File: src/rtl/regfile_pkg.sv
`default_nettype none
// +--------------------------------------------------------------------+
// | regfile_pkg : shared defaults and decode/ALU encodings             |
// | Rev 1.0                                                            |
// +--------------------------------------------------------------------+
package regfile_pkg;

  localparam int XLEN_DEF  = 32;
  localparam int NREGS_DEF = 32;
  localparam int NRD_DEF   = 2;

  function automatic int addr_width(input int nregs);
    return $clog2(nregs);
  endfunction

  typedef enum logic [2:0] {
    IT_R = 3'd0,
    IT_I = 3'd1,
    IT_S = 3'd2,
    IT_B = 3'd3,
    IT_U = 3'd4,
    IT_J = 3'd5
  } itype_t;

  typedef enum logic [6:0] {
    OP_LUI    = 7'b0110111,
    OP_AUIPC  = 7'b0010111,
    OP_JAL    = 7'b1101111,
    OP_JALR   = 7'b1100111,
    OP_BRANCH = 7'b1100011,
    OP_LOAD   = 7'b0000011,
    OP_STORE  = 7'b0100011,
    OP_IMM    = 7'b0010011,
    OP_REG    = 7'b0110011
  } opcode_t;

endpackage
`default_nettype wire

File: src/rtl/regfile_sb_if.sv
`default_nettype none
// +--------------------------------------------------------------------+
// | regfile_sb_if : issue, operand and writeback bundle of regfile_sb  |
// | Rev 1.0                                                            |
// +--------------------------------------------------------------------+
interface regfile_sb_if
  import regfile_pkg::*;
#(
  parameter int XLEN  = XLEN_DEF,
  parameter int NREGS = NREGS_DEF,
  parameter int NRD   = NRD_DEF
);
  localparam int AW = addr_width(NREGS);

  logic                iss_valid_i;
  logic                iss_ready_o;
  logic [NRD*AW-1:0]   iss_rs_i;
  logic [AW-1:0]       iss_rd_i;
  logic                iss_wen_i;
  logic                opr_valid_o;
  logic                opr_ready_i;
  logic [NRD*XLEN-1:0] opr_data_o;
  logic                wb_valid_i;
  logic [AW-1:0]       wb_addr_i;
  logic [XLEN-1:0]     wb_data_i;
  logic                err_o;

  modport master (
    output iss_valid_i, iss_rs_i, iss_rd_i, iss_wen_i, opr_ready_i,
           wb_valid_i, wb_addr_i, wb_data_i,
    input  iss_ready_o, opr_valid_o, opr_data_o, err_o
  );

  modport slave (
    input  iss_valid_i, iss_rs_i, iss_rd_i, iss_wen_i, opr_ready_i,
           wb_valid_i, wb_addr_i, wb_data_i,
    output iss_ready_o, opr_valid_o, opr_data_o, err_o
  );
endinterface
`default_nettype wire

File: src/rtl/regfile_scoreboard.sv
`default_nettype none
// +--------------------------------------------------------------------+
// | regfile_scoreboard : busy bits with set-wins priority, hazard check|
// | Option macro: REGFILE_BYPASS_EN.  Rev 1.0                          |
// +--------------------------------------------------------------------+
module regfile_scoreboard #(
  parameter int NREGS = 32,
  parameter int NRD   = 2,
  parameter int AW    = 5
) (
  input  logic              clk,
  input  logic              reset,
  input  logic              set_en_i,
  input  logic [AW-1:0]     rd_i,
  input  logic              wen_i,
  input  logic              clr_en_i,
  input  logic [AW-1:0]     clr_addr_i,
  input  logic [NRD*AW-1:0] rs_i,
  output logic              haz_o,
  output logic              clr_nobusy_o
);
  logic [NREGS-1:0] busy_q, busy_d, busy_view;

  always_comb begin
    busy_d = busy_q;
    if (clr_en_i) busy_d[clr_addr_i] = 1'b0;
    if (set_en_i) busy_d[rd_i] = 1'b1;
    busy_d[0] = 1'b0;
  end

  always_ff @(posedge clk) begin
    if (reset) busy_q <= '0;
    else       busy_q <= busy_d;
  end

  always_comb begin
    busy_view = busy_q;
`ifdef REGFILE_BYPASS_EN
    if (clr_en_i) busy_view[clr_addr_i] = 1'b0;
`endif
  end

  always_comb begin
    haz_o = wen_i && busy_view[rd_i];
    for (int k = 0; k < NRD; k++) begin
      if (busy_view[rs_i[k*AW +: AW]]) haz_o = 1'b1;
    end
  end

  assign clr_nobusy_o = clr_en_i && (clr_addr_i != '0) && !busy_q[clr_addr_i];

endmodule
`default_nettype wire

File: src/rtl/regfile_sb.sv
`default_nettype none
// +--------------------------------------------------------------------+
// | regfile_sb : register file + hazard scoreboard + operand slot      |
// | Option macro: REGFILE_BYPASS_EN.  Rev 1.0                          |
// +--------------------------------------------------------------------+
module regfile_sb
  import regfile_pkg::*;
#(
  parameter int XLEN  = XLEN_DEF,
  parameter int NREGS = NREGS_DEF,
  parameter int NRD   = NRD_DEF
) (
  input  logic         clk,
  input  logic         reset,
  regfile_sb_if.slave  bus
);
  localparam int AW = addr_width(NREGS);

  logic [XLEN-1:0]     regs_q [NREGS];
  logic [NRD*XLEN-1:0] opr_data_q, opr_data_d, rd_data;
  logic                opr_valid_q, opr_valid_d;
  logic                err_q, err_d;
  logic                haz, wb_nobusy, slot_free, accept, set_en;

  regfile_scoreboard #(.NREGS(NREGS), .NRD(NRD), .AW(AW)) u_sb (
    .clk          (clk),
    .reset        (reset),
    .set_en_i     (set_en),
    .rd_i         (bus.iss_rd_i),
    .wen_i        (bus.iss_wen_i),
    .clr_en_i     (bus.wb_valid_i),
    .clr_addr_i   (bus.wb_addr_i),
    .rs_i         (bus.iss_rs_i),
    .haz_o        (haz),
    .clr_nobusy_o (wb_nobusy)
  );

  assign slot_free       = !opr_valid_q || bus.opr_ready_i;
  assign accept          = bus.iss_valid_i && !haz && slot_free;
  assign set_en          = accept && bus.iss_wen_i;
  assign bus.iss_ready_o = accept;

  for (genvar k = 0; k < NRD; k++) begin : g_rd
    logic [AW-1:0]   rs;
    logic [XLEN-1:0] val;
    assign rs = bus.iss_rs_i[k*AW +: AW];
`ifdef REGFILE_BYPASS_EN
    assign val = (rs == '0) ? '0 :
                 (bus.wb_valid_i && (bus.wb_addr_i == rs)) ? bus.wb_data_i : regs_q[rs];
`else
    assign val = (rs == '0) ? '0 : regs_q[rs];
`endif
    assign rd_data[k*XLEN +: XLEN] = val;
  end

  always_comb begin
    opr_valid_d = opr_valid_q;
    opr_data_d  = opr_data_q;
    if (accept) begin
      opr_valid_d = 1'b1;
      opr_data_d  = rd_data;
    end else if (bus.opr_ready_i) begin
      opr_valid_d = 1'b0;
    end
    err_d = err_q | wb_nobusy;
  end

  always_ff @(posedge clk) begin
    if (reset) begin
      opr_valid_q <= 1'b0;
      opr_data_q  <= '0;
      err_q       <= 1'b0;
    end else begin
      opr_valid_q <= opr_valid_d;
      opr_data_q  <= opr_data_d;
      err_q       <= err_d;
    end
  end

  // Entry 0 is cleared on reset and never written, so it reads as zero.
  always_ff @(posedge clk) begin
    if (reset) begin
      for (int i = 0; i < NREGS; i++) regs_q[i] <= '0;
    end else if (bus.wb_valid_i && (bus.wb_addr_i != '0)) begin
      regs_q[bus.wb_addr_i] <= bus.wb_data_i;
    end
  end

  assign bus.opr_valid_o = opr_valid_q;
  assign bus.opr_data_o  = opr_data_q;
  assign bus.err_o       = err_q;

endmodule
`default_nettype wire

File: src/flat_wrapper.sv
// flat-port wrapper written by rule: the top's interface ports become plain ports
module regfile_sb_flat import regfile_pkg::*;
#(
  parameter int XLEN  = XLEN_DEF,
  parameter int NREGS = NREGS_DEF,
  parameter int NRD   = NRD_DEF
)
  (clk, reset, bus_iss_valid_i, bus_iss_rs_i, bus_iss_rd_i, bus_iss_wen_i, bus_opr_ready_i, bus_wb_valid_i, bus_wb_addr_i, bus_wb_data_i, bus_iss_ready_o, bus_opr_valid_o, bus_opr_data_o, bus_err_o);
  regfile_sb_if #(.XLEN(XLEN), .NREGS(NREGS), .NRD(NRD)) bus_i ();
  input  logic clk;
  input  logic reset;
  input wire logic [$bits(bus_i.iss_valid_i)-1:0] bus_iss_valid_i;
  input wire logic [$bits(bus_i.iss_rs_i)-1:0] bus_iss_rs_i;
  input wire logic [$bits(bus_i.iss_rd_i)-1:0] bus_iss_rd_i;
  input wire logic [$bits(bus_i.iss_wen_i)-1:0] bus_iss_wen_i;
  input wire logic [$bits(bus_i.opr_ready_i)-1:0] bus_opr_ready_i;
  input wire logic [$bits(bus_i.wb_valid_i)-1:0] bus_wb_valid_i;
  input wire logic [$bits(bus_i.wb_addr_i)-1:0] bus_wb_addr_i;
  input wire logic [$bits(bus_i.wb_data_i)-1:0] bus_wb_data_i;
  output wire logic [$bits(bus_i.iss_ready_o)-1:0] bus_iss_ready_o;
  output wire logic [$bits(bus_i.opr_valid_o)-1:0] bus_opr_valid_o;
  output wire logic [$bits(bus_i.opr_data_o)-1:0] bus_opr_data_o;
  output wire logic [$bits(bus_i.err_o)-1:0] bus_err_o;
  assign bus_i.iss_valid_i = bus_iss_valid_i;
  assign bus_i.iss_rs_i = bus_iss_rs_i;
  assign bus_i.iss_rd_i = bus_iss_rd_i;
  assign bus_i.iss_wen_i = bus_iss_wen_i;
  assign bus_i.opr_ready_i = bus_opr_ready_i;
  assign bus_i.wb_valid_i = bus_wb_valid_i;
  assign bus_i.wb_addr_i = bus_wb_addr_i;
  assign bus_i.wb_data_i = bus_wb_data_i;
  assign bus_iss_ready_o = bus_i.iss_ready_o;
  assign bus_opr_valid_o = bus_i.opr_valid_o;
  assign bus_opr_data_o = bus_i.opr_data_o;
  assign bus_err_o = bus_i.err_o;
  regfile_sb #(.XLEN(XLEN), .NREGS(NREGS), .NRD(NRD)) u_core (.clk(clk), .reset(reset), .bus(bus_i));
endmodule
File: config.mk
export PLATFORM = sky130hd
export DESIGN_NAME = regfile_sb_flat
export DESIGN_NICKNAME = d
export VERILOG_FILES = /design/src/rtl/regfile_pkg.sv /design/src/rtl/regfile_sb_if.sv /design/src/rtl/regfile_scoreboard.sv /design/src/rtl/regfile_sb.sv /design/src/flat_wrapper.sv
export SDC_FILE = /design/constraint.sdc
export NUM_CORES = 2
export LEC_CHECK = 0
export ABC_CLOCK_PERIOD_IN_PS = 4500
export BUFFER_PORTS_ARGS = -buffer_cell sky130_fd_sc_hd__buf_2
export CAP_MARGIN = 20
export CELL_PAD_IN_SITES_DETAIL_PLACEMENT = 1
export CELL_PAD_IN_SITES_GLOBAL_PLACEMENT = 1
export CORE_MARGIN = 3
export CORE_UTILIZATION = 45
export CTS_CLUSTER_DIAMETER = 150
export DETAILED_ROUTE_END_ITERATION = 8
export GPL_ROUTABILITY_DRIVEN = 0
export PLACE_DENSITY = 0.81
export SETUP_SLACK_MARGIN = 0.15
export SYNTH_ARGS = -nofsm -noshare
export SYNTH_HDL_FRONTEND = slang
export SYNTH_SLANG_ARGS = --single-unit
File: constraint.sdc
create_clock -name clk -period 4.5 [get_ports clk]
set_input_delay 1.35 -clock clk [delete_from_list [all_inputs] [get_ports clk]]
set_output_delay 1.35 -clock clk [all_outputs]
set_load 0.02 [all_outputs]
==> metrics.md <==
| Metric | Value |
|---|---|
| Worst-path maximum fanout | `6` |
| Largest net degree at the start of global routing | `130` |
| Die height | `369 um` |
| Share of the yosys chip area belonging to registers | `55.2%` |
| Post-Syn Area | `0.0592 sq mm` |
| Layout cells sized above 1 | `30.9%` |
| Via Count | `38700` |
| DR WL/cell | `37.4 um` |
| Vias/cell | `6.82` |
| Hold path start | `u_core.bus.opr_data_o[32]$_SDFFE_PP0P_` |
| Minimum clock period | `4.54 ns` |
| Worst r2r dst | `u_core.bus.opr_valid_o$_SDFFE_PP0P_` |
| Min-Delay Endpoint | `u_core.bus.opr_data_o[32]$_SDFFE_PP0P_` |
| Initial core utilization | `45.5%` |
| Hold buffer count at CTS | `0` |
| Setup slack after layout | `-0.0382 ns` |
| Vias in the first global route | `40600` |
| RSZ-0062 raised after global routing | `true` |
| Io pins | `125` |
| Filler instances | `12300` |
| Worst-path clk slew | `0.06 ns` |
| Total track usage | `31.1%` |
| YS warnings | `0` |
| DRC | `0` |
| Worst hold stages | `2` |
| P_leak | `23.1 nW` |
| P&R area growth vs syn | `12.5%` |
| DRT antenna net count | `0` |
| DRT Wirelength | `212000 um` |
| Post-route setup TNS | `-0.0382 ns` |
| Final Skew | `0.0432 ns` |
| Max-slew violation count | `0` |
| Peak Freq | `0.220 GHz` |
| Post-synth EDFFs | `1024` |
| HP Class | `reg2reg` |
| Syn_area_per_cell | `15.7 sq um` |
| Ratio of final minimum period to clock period | `101%` |
| Post-DP HPWL | `120000 um` |
| Clk sinks | `1121` |
| Root Buffer | `clkbuf_16` |
| Iter 0 DRT Violations | `6663` |
| Placed Instance Area | `0.0625 sq mm` |
| Slew headroom | `22.3%` |
| Cells along the critical path | `buf_12, mux4_2, nor2b_4, a211o_1, a22oi_2, nand4_1, buf_12, clkinv_8, buf_8` |
| Hold Slack | `0.470 ns` |
| Core region area | `0.130 sq mm` |
| Die area | `0.136 sq mm` |
| Crit path largest cell delay | `0.50 ns` |
| Global-route wire length before repair | `301000 um` |
| PortBufs | `124` |
| # H-tree levels | `3` |
| CP arrival | `3.19 ns` |
| Pre-antenna DRT Iters | `5` |
| Die X-Extent | `369 um` |
| Worst Tran Pin Value | `1.17 ns` |
| CP required | `3.15 ns` |
| Total power | `25.3 mW` |
| Slowest cell on the critical path | `mux4_2` |
| Syn Inst Count | `3780` |
| Post-route design area | `0.0667 sq mm` |
| FF-to-FF path depth | `22` |
| Non-filler cells, final | `5672` |
| Ys flop type | `edfxtp_1` |
| Fin. Hold Viols | `0` |
| Max VDD drop | `483 uV` |
| Reg2reg start | `u_core.u_sb.busy_q[22]$_SDFF_PP0_` |
| Nets@finish | `3880` |
| Crit start category | `input pin` |
| Failing checks | `setup timing` |
| Crit Path Class | `in2out` |
| Top cell by count, worst path | `buf_12` |
| MaxCap Viol Count | `0` |
| Reg2reg setup slack | `1.06 ns` |
| Initial antenna violation count | `20` |
| Clk_lat worst skew | `0.78 ns` |
| Dpl ws | `-0.0949 ns` |
| Post-synthesis async set-or-reset flop share | `0%` |
| Fin util | `51.2%` |
| Placed Cells | `5419` |
| CTS Buf Count | `116` |
| Pwr dens | `380 mW/mm^2` |
| Unique cell type count in the Yosys netlist | `50` |
| Crit end category | `primary output` |
| Status | `finished, violations left` |
| CTS tree | `built` |
| FP Rows | `132` |
| Global route overflow | `0` |
| Max clock buf depth | `3` |
| Final setup vio count | `1` |
| Flops & latches, synth | `1121` |
## synthesized netlist by cell type, types with 2 or more instances
master | number | share of area (%)
dfxtp_1 | 97 | 3.3
a22o_1 | 2 | 0.030
a32oi_1 | 2 | 0.030
inv_1 | 5 | 0.032
nor2_1 | 42 | 0.27
o22ai_1 | 6 | 0.063
mux2i_1 | 149 | 2.5
or3b_2 | 2 | 0.030
edfxtp_1 | 1024 | 52
a21oi_1 | 15 | 0.13
a211oi_1 | 2 | 0.025
nor3_1 | 5 | 0.042
clkbuf_1 | 299 | 1.9
or2_2 | 34 | 0.36
buf_4 | 11 | 0.14
buf_2 | 63 | 0.53
nand2_1 | 50 | 0.32
o21ai_0 | 27 | 0.23
o221ai_1 | 7 | 0.10
nand2b_1 | 73 | 0.77
o41ai_1 | 31 | 0.46
nor2b_1 | 32 | 0.34
nand3b_1 | 14 | 0.18
nand4_1 | 2 | 0.021
o31ai_1 | 4 | 0.051
nor3b_1 | 4 | 0.051
clkinv_1 | 2 | 0.013
buf_1 | 32 | 0.20
mux2_2 | 42 | 0.80
and2_1 | 994 | 10
nand3_1 | 10 | 0.085
a22oi_1 | 29 | 0.37
mux4_2 | 620 | 24
o211ai_1 | 30 | 0.38
o31a_1 | 3 | 0.044
a211o_1 | 2 | 0.030
## state kept, by name (all words and copies together) (netlist names)
register,cells
u_core.u_sb.busy_q,31
u_core.bus.opr_data_o,64
u_core.bus.opr_valid_o,1
u_core.regs_q,1024
u_core.bus.err_o,1
## what timing repair did
| action | 4_1_cts | 5_1_grt |
|---|---|---|
| resized for setup | 10 | 14 |
| gates cloned | 1 | 0 |
| pin swaps | 5 | 5 |
| endpoints found under the setup margin | 1 | 1 |
| setup buffers | 19 | 7 |
## area by class of cell
class	instances	area [sq um]	share of cell area, %
sequential	1121	32700	49.0
timing repair buffer	299	2590	3.89
multi-input combinational	2277	25300	38.0
tap	1742	2180	3.27
clock buffer	178	3340	5.01
inverter	7	43.8	0.0657
clock inverter	42	485	0.728
antenna	6	15.0	0.0225
## cells in the final DEF (no fill, tap or decap), types with 14 or more instances in the layout
cell and instances:
a22oi_1 28, and2_1 994, buf_12 45, buf_2 113, buf_4 133, clkbuf_1 43, clkbuf_16 117, clkbuf_8 18
conb_1 32, dfxtp_1 97, edfxtp_1 1024, mux2_2 41, mux2i_1 147, mux4_2 620, nand2_1 50, nand2b_1 73
nand3b_1 14, nor2_4 32, nor2b_1 30, o211ai_1 30, o21ai_0 27, o41ai_1 31, or2_2 34
## cells by family after synthesis
group | count (synthesis) | share of synthesized area [%]
AND/OR/NAND/NOR | 1266 | 13.0
flip-flops | 1121 | 55.2
multiplexers | 811 | 26.9
AO/OA/AOI/OAI | 168 | 2.05
buffers and inverters | 413 | 2.83
other | 1 | 0.00633
## per-layer routing
| metal | vias to the layer above | share of wire, % | GRT usage (%) |
|---|---|---|---|
| met1 | 20300 | 34 | 39.9 |
| met5 | - | 0 | 0 |
| met2 | 3072 | 47 | 49.3 |
| met4 | 0 | 6.0 | 15.8 |
| li1 | 14600 | - | - |
| met3 | 672 | 12 | 7.50 |
## critical path: cells and delay by family
family / cells / cell delay, ns
mux: 1 / 0.50
compound gates: 2 / 0.53
buf+inv: 4 / 0.46
simple gates: 2 / 0.34
## worst max path at each step
stage,startpoint,end,slack (ns),cells past startpoint
6_report,bus_iss_rs_i[5],bus_iss_ready_o,-0.04,9
5_1_grt,bus_iss_rs_i[5],bus_iss_ready_o,-0.09,9
4_1_cts,bus_iss_rs_i[1],bus_iss_ready_o,0.02,9
3_5_place_dp,bus_iss_rd_i[0],bus_iss_ready_o,-0.09,9
3_3_place_gp,bus_iss_rd_i[0],bus_iss_ready_o,-0.08,9
2_1_floorplan,bus_iss_rs_i[5],bus_iss_ready_o,0.09,9
## power breakdown
group,total (mW),internal (mW),switching [mW]
clock,9.90,5.57,4.33
combinational,3.16,1.41,1.75
sequential,12.3,11.9,0.342
No activity file was read; power rests on OpenSTA's default activity.
